**src/rtl/exception_ctrl.sv**
```systemverilog
// -----------------------------------------------------------------------------
// exception_ctrl
//   Sequencing controller for the LEGv8 exception path. Arbitrates the
//   level-sensitive peripheral IRQ lines, drives the decoder's ExtIRQ input,
//   traps invalid opcodes and ERETs outside a handler, holds ELR/ESR and
//   redirects fetch to the vector on entry and to ELR on return.
//   Non-nested: one handler at a time.
//
// Ports
//   clk           rising-edge clock
//   reset         synchronous, active-high
//   irq_req       level-sensitive interrupt requests, line 0 highest priority
//   irq_ack       one-hot pulse in the dispatch cycle (combinational)
//   not_an_instr  decoder: current opcode invalid
//   eret          decoder: current instruction is ERET
//   pc_cur        PC of the instruction in the current cycle
//   ext_irq       to decoder ExtIRQ, suppresses current instruction (comb.)
//   redirect      fetch takes pc_redirect next cycle (combinational)
//   pc_redirect   VECTOR on entry, elr on return (combinational)
//   elr           exception link register (registered)
//   esr           exception status: 0001 IRQ, 0010 invalid opcode (registered)
//   irq_id        index of last dispatched source (registered)
//   in_handler    high while in HANDLER
// -----------------------------------------------------------------------------
module exception_ctrl #(
   parameter int unsigned N      = 64,
   parameter int unsigned NSRC   = 4,
   parameter logic [N-1:0] VECTOR = 64'h00000000000000D8
) (
   input  logic                 clk,
   input  logic                 reset,
   input  logic [NSRC-1:0]      irq_req,
   output logic [NSRC-1:0]      irq_ack,
   input  logic                 not_an_instr,
   input  logic                 eret,
   input  logic [N-1:0]         pc_cur,
   output logic                 ext_irq,
   output logic                 redirect,
   output logic [N-1:0]         pc_redirect,
   output logic [N-1:0]         elr,
   output logic [3:0]           esr,
   output logic [((NSRC > 1) ? $clog2(NSRC) : 1)-1:0] irq_id,
   output logic                 in_handler
);

   localparam int unsigned IW = (NSRC > 1) ? $clog2(NSRC) : 1;

   localparam logic [3:0] ESR_IRQ   = 4'b0001;
   localparam logic [3:0] ESR_UNDEF = 4'b0010;

   typedef enum logic [1:0] {
      S_RUN     = 2'd0,
      S_IRQ     = 2'd1,
      S_HANDLER = 2'd2
   } state_t;

   state_t            r_state;
   logic [NSRC-1:0]   r_pend;
   logic [N-1:0]      r_elr;
   logic [3:0]        r_esr;
   logic [IW-1:0]     r_irq_id;

   logic [IW-1:0]     w_sel;
   logic              w_redirect;
   logic [N-1:0]      w_pc_redirect;
   logic              w_ext_irq;
   logic [NSRC-1:0]   w_irq_ack;

   // Lowest set index of the pending snapshot wins (scan high to low).
   always_comb begin
      w_sel = '0;
      for (int i = NSRC - 1; i >= 0; i--) begin
         if (r_pend[i]) w_sel = IW'(i);
      end
   end

   // Combinational fetch/decoder controls; reset squashes any dispatch.
   always_comb begin
      w_redirect    = 1'b0;
      w_pc_redirect = '0;
      w_ext_irq     = 1'b0;
      w_irq_ack     = '0;
      if (!reset) begin
         case (r_state)
            S_RUN: begin
               if (not_an_instr || eret) begin
                  w_redirect    = 1'b1;
                  w_pc_redirect = VECTOR;
               end
            end
            S_IRQ: begin
               w_ext_irq     = 1'b1;
               w_irq_ack     = NSRC'(1) << w_sel;
               w_redirect    = 1'b1;
               w_pc_redirect = VECTOR;
            end
            S_HANDLER: begin
               if (not_an_instr) begin
                  w_redirect    = 1'b1;
                  w_pc_redirect = VECTOR;
               end else if (eret) begin
                  w_redirect    = 1'b1;
                  w_pc_redirect = r_elr;
               end
            end
            default: ;
         endcase
      end
   end

   // State machine and architectural registers.
   always_ff @(posedge clk) begin
      if (reset) begin
         r_state  <= S_RUN;
         r_pend   <= '0;
         r_elr    <= '0;
         r_esr    <= '0;
         r_irq_id <= '0;
      end else begin
         case (r_state)
            S_RUN: begin
               // Synchronous exception beats a same-cycle IRQ; the IRQ level stays.
               if (not_an_instr || eret) begin
                  r_elr   <= pc_cur;
                  r_esr   <= ESR_UNDEF;
                  r_state <= S_HANDLER;
               end else if (|irq_req) begin
                  r_pend  <= irq_req;
                  r_state <= S_IRQ;
               end
            end
            S_IRQ: begin
               // Suppressed instruction at pc_cur is re-executed on return.
               r_elr    <= pc_cur;
               r_esr    <= ESR_IRQ;
               r_irq_id <= w_sel;
               r_state  <= S_HANDLER;
            end
            S_HANDLER: begin
               if (not_an_instr) begin
                  r_elr <= pc_cur;
                  r_esr <= ESR_UNDEF;
               end else if (eret) begin
                  r_state <= S_RUN;
               end
            end
            default: r_state <= S_RUN;
         endcase
      end
   end

   assign redirect    = w_redirect;
   assign pc_redirect = w_pc_redirect;
   assign ext_irq     = w_ext_irq;
   assign irq_ack     = w_irq_ack;
   assign elr         = r_elr;
   assign esr         = r_esr;
   assign irq_id      = r_irq_id;
   assign in_handler  = !reset && (r_state == S_HANDLER);

endmodule
```
**config.mk**
```make
export PLATFORM = sky130hd
export DESIGN_NAME = exception_ctrl
export DESIGN_NICKNAME = d
export VERILOG_FILES = /design/src/rtl/exception_ctrl.sv
export SDC_FILE = /design/constraint.sdc
export NUM_CORES = 1
export LEC_CHECK = 0
export CELL_PAD_IN_SITES_DETAIL_PLACEMENT = 2
export CELL_PAD_IN_SITES_GLOBAL_PLACEMENT = 2
export CORE_MARGIN = 8
export CORE_UTILIZATION = 23
export CTS_CLUSTER_SIZE = 12
export DETAILED_ROUTE_END_ITERATION = 8
export PLACE_DENSITY = 0.95
export SETUP_SLACK_MARGIN = 0.02
export SLEW_MARGIN = 20
export SYNTH_ARGS = -nofsm -noshare
export SYNTH_HDL_FRONTEND = slang
export SYNTH_SLANG_ARGS = --single-unit
```
**constraint.sdc**
```tcl
create_clock -name clk -period 3.2 [get_ports clk]
set_input_delay 0.64 -clock clk [delete_from_list [all_inputs] [get_ports clk]]
set_output_delay 0.64 -clock clk [all_outputs]
set_load 0.01 [all_outputs]
```
---- Word level (Yosys, flattened, before mapping) ----
Cells that the tools add are included.
W data, S select, Z words.
operators by class
  add/sub/neg operators ................... 0
  $mul .................................... 0
  divide/modulo/power cells ............... 0
  order comparisons ....................... 0
  eq/ne operators ......................... 7
  shift operators ......................... 1
  mux-type cells .......................... 29
  bitwise gates (word level) .............. 1
  reduce and logical (&&, ||, !) cells .... 9
operators by type and width
  operator               number
  $pmux W64 S3           2
  $mux W64               5
  $mux W2                8
  $mux W4                4
  $pmux W4 S3            1
  $reduce_and A3 Y1      3
  $mux W8                1
  $ne A2 B2 Y1 const B   4
  $mux W1                6
  $pmux W2 S3            1
  $reduce_or A4 Y1       1
  $shl A1 B2 Y4 const A  1
  $ne A3 B3 Y1 const B   1
  $pmux W1 S3            1
  $reduce_bool A3 Y1     1
  $eq A2 B1 Y1 const B   1
  $eq A2 B2 Y1 const B   1
  $logic_not A2 Y1       1
  $logic_and A1 B1 Y1    1
  $logic_not A1 Y1       1
  $logic_or A1 B1 Y1     1
  $not A1 Y1             1
word-level totals
  bits in registers ....................... 76
  latch bits .............................. 0
  memory bits (writable) .................. 0
  bits in read-only memories .............. 0
  input port bits ......................... 72
  memories ................................ 0

---- Depth between registers and ports, before layout ----
Gate-level depths: netlist of the first run.
  depth in word-level cells ............... 7
  depth in mapped cells ................... 6
  gate-level depth less buffers ........... 4

---- Least setup slack after synthesis of the first run ----
Ideal clock, no wire load.
  kind .................................... input port to output port
  from .................................... input not_an_instr
  to ...................................... output pc_redirect[3]
  arrival ................................. 1.487 ns
  path slack .............................. 1.073 ns
  stages on the path ...................... 4
  path buffers ............................ 1
  path through ............................ buf_2 > nor3_1 > a211oi_1 > o31a_1
on the way
  word-level cells in the longest chain between the ends .. 4
ends and longest elaborated chain
  element             RTL line  source
  from (decl)         34        input logic not_an_instr,
  $logic_or A1 B1 Y1  86        if (not_an_instr || eret) begin
  $mux W8             86
  $pmux W64 S3 *      84        case (r_state)
  $mux W64 *          83        if (!reset) begin
  to (decl)           39        output logic [N-1:0] pc_redirect,
Every way passes the cells marked *; elsewhere a longest branch is shown, timed or not.

---- Final worst setup path of the first run ----
  from .................................... register r_state[1]
  to ...................................... output pc_redirect[54]
on the way
  word-level cells in the longest chain between the ends .. 3
ends and longest elaborated chain
  element                                     RTL line  source
  from (decl)                                 57        state_t r_state;
  from (signal assigned)                      114       r_state <= S_RUN;
  from (signal assigned)                      126       r_state <= S_HANDLER;
  from (signal assigned)                      129       r_state <= S_IRQ;
  $eq A2 B2 Y1, or another cell as far along  84
  $pmux W64 S3 *                              84
  $mux W64 *                                  83
Marked as above.

==> flow_metrics.tcl, run 1 <==
set metrics [dict create \
    hold-path-endpoint "esr[1]" \
    hp-start "esr[1]" \
    yosysSeqAreaShare_pct 38.5 \
    die_w_um 145 \
    clockBufferDepth 2 \
    numPortBuffers 210 \
    via_per_inst 4.35 \
    clkSinkCount 74 \
    n_fill_cell 1758 \
    area_growth_pct 68.8 \
    crit_chain "inv_1 -> nor4b_4 -> buf_4 -> buf_6 -> and2_1 -> clkdlybuf4s50_1" \
    ys_types 31 \
    tightestPinTransition_ps 757 \
    synth.avg_cell_area_sq_um 9.14 \
    finalInstanceArea_sq_um 6500 \
    final.setup.worst_slack_ps 215 \
    p_leak_nw 2.51 \
    r2r_start "r_state[0]" \
    grt_max_degree 85 \
    hold_viol_final 0 \
    grt_pass1_wl_um 24800 \
    initial_utilization_pct 23.4 \
    track_usage_pct 14.7 \
    dpl-instance-area_sq_um 6120 \
    core_sq_um 16500 \
    antenna_left 0 \
    min_period_over_period_pct 93.3 \
    clockRootBuffer "clkbuf_16" \
    slew_headroom_pct 49.1 \
    wirelength_um 15600 \
    drive_gt1_share_pct 5.45 \
    pre_cts_ws_ps -81.5 \
    drtIter0Drc 65 \
    startpoint_type "flop" \
    cts_buffers 9 \
    p_total_mw 2.76 \
    wl_per_cell_um 18.5 \
    antenna_cells 0 \
    period_needed_ps 2980 \
    synth_cells 421 \
    critical_path_buf_inv_count 4 \
    synth_area_sq_um 3850 \
    nNetsFinal 692 \
    peakVddDrop_mv 0.246 \
    dr.pass1.iters 4 \
    cp-end-kind "output port" \
    route.detailed.drc 0 \
    cp_slowest_cell "clkdlybuf4s50_1" \
    regToRegEndpoint "elr[5]" \
    ff2ff_path_depth 4 \
    cp.arrival_ps 2340 \
    outcome "completed" \
    grt_antenna_before_repair 0 \
    critical_path.max_stage_delay_ps 550 \
    grt-ovfl-total 0 \
    clkLatencyLatePin_ps 330 \
    cp_max_fo 17 \
    maxCapViolations 0 \
    clkTransAtPathRegs_ps 60 \
    grt_pass1_vias 4317 \
    crit_type "reg -> out" \
    skew_ps 5.30 \
    layout_common_cells "clkdlybuf4s50_1 (199), nand2b_1 (129), dfxtp_1 (73), mux2i_1 (64), and2_1 (61)" \
    drv_slew 0 \
    rows 47 \
    die_y_um 145 \
    ff2ff_setup_slack_ps 1430 \
    htreeDepth 3 \
    cts_tree "yes" \
    yosys_register_bits 74 \
    layout_commonest_cell "clkdlybuf4s50_1" \
    num_io_pins 213 \
    hold_depth 2 \
    rsz0062_at_grt "false" \
    hold_path.class "reg -> reg" \
    finalSetupTns_ps 0 \
    vias 3672 \
    dieArea_sq_um 21100 \
    fmax_ghz 0.335 \
    ys_warn_count 0 \
    setup_viol 0 \
    worstPathRequired_ps 2560 \
    cp_top_family "buffers and inverters" \
    place_hpwl_um 12300 \
    gp_congestion 0.731 \
    powerDensity_nw_per_um2 425 \
]
cells in the mapped netlist:
library cell / n / area, sq um
nand2b_1: 129 / 807
dfxtp_1: 74 / 1480
mux2i_1: 64 / 641
and2_1: 61 / 382
clkbuf_1: 14 / 52.6
o21ai_0: 11 / 55.1
a21oi_1: 10 / 50.1
nand2_1: 7 / 26.3
buf_6: 6 / 67.6
clkbuf_2: 6 / 30.0
buf_2: 4 / 20.0
inv_1: 4 / 15.0
nor2_1: 4 / 15.0
nor3_1: 4 / 20.0
buf_4: 3 / 22.5
a211oi_1: 2 / 15.0
nor2b_1: 2 / 12.5
nor3b_1: 2 / 15.0
or2_2: 2 / 12.5
a2bb2oi_1: 1 / 8.76
and3_1: 1 / 6.26
conb_1: 1 / 3.75
inv_2: 1 / 3.75
nand3b_1: 1 / 7.51
nor4_1: 1 / 6.26
nor4_2: 1 / 12.5
nor4b_4: 1 / 23.8
o2111ai_1: 1 / 8.76
o21bai_1: 1 / 7.51
o31a_1: 1 / 8.76
or4_4: 1 / 11.3
stage by stage:
stage	std cells	hold WS [ps]	utilization, %
4_1_cts	844	470	39.4
2_1_floorplan	422	472	-
3_3_place_gp	827	454	37.2
5_1_grt	844	506	39.5
6_report	844	472	39.5
3_5_place_dp	827	462	37.2
worst max path at each step:
stage	start	to	depth (start not counted)
after floorplan	not_an_instr	pc_redirect[3]	4
after global placement	eret	pc_redirect[31]	6
after detailed placement	eret	pc_redirect[55]	6
after CTS	eret	pc_redirect[55]	7
after global routing	r_state[1]	pc_redirect[60]	6
final	r_state[1]	pc_redirect[54]	6
kinds of logic after synthesis:
logic type             count (synthesis)  synth area share, %
multiplexers                          64                 16.6
buffers and inverters                 38                 5.49
AO/OA/AOI/OAI                         27                 4.00
AND/OR/NAND/NOR                      217                 35.3
flip-flops                            74                 38.5
other                                  1               0.0974
metal layers:
layer / vias up / wire, um / part of all wire, % / GRT usage [%]
met5: - / 0 / 0 / 0
met4: 0 / 321 / 2.1 / 5.31
met3: 20 / 936 / 6.0 / 4.60
met2: 123 / 8390 / 54 / 27.6
met1: 1779 / 5950 / 38 / 14.9
li1: 1750 / - / - / -
tightest hold or removal path, delay by kind of cell, from the launching register on:
family	cells	cell delay, ps
flops	1	310
compound gates	1	60
simple gates	1	50
power by group:
part / total (mW) / internal (mW) / switching (mW) / leakage, nW
Sequential: 1.06 / 0.992 / 0.0664 / 0.612
Combinational: 0.534 / 0.317 / 0.217 / 1.74
Clock: 1.17 / 0.762 / 0.408 / 0.162
repair_timing:
action                                  CTS  global route
setup buffers                             1             0
endpoints found under the setup margin   61            57
endpoints found under the hold margin     0             0
pin swaps                                 1             0
gates resized for setup                  13             4
hold buffers                              0             0
cloned                                    1             0
flip-flops by register name (all words and copies together), names as in the netlist:
signal   count
elr         64
irq_id       2
esr          2
r_state      2
r_pend       4
area by class of cell:
type,instances,area [sq um],area share (%)
repair buffers,220,2200,33.9
well taps,220,275,4.24
multi-input cells,310,2180,33.5
clock inverters,6,115,1.77
clock buffers,9,225,3.47
inverters,5,18.8,0.289
flip-flops and latches,74,1480,22.8
(Power assumes the default switching activity.)
==> run 2: changes to the inputs <==
CTS_CLUSTER_DIAMETER = 150   (was default)
==> results of run 2 <==
Final layout, timing and power as in run 1 (identical DEF).
==> run 3: changes to the inputs <==
CAP_MARGIN = 5   (was default)
==> results of run 3 <==
Final layout, timing and power as in run 1 (identical DEF).
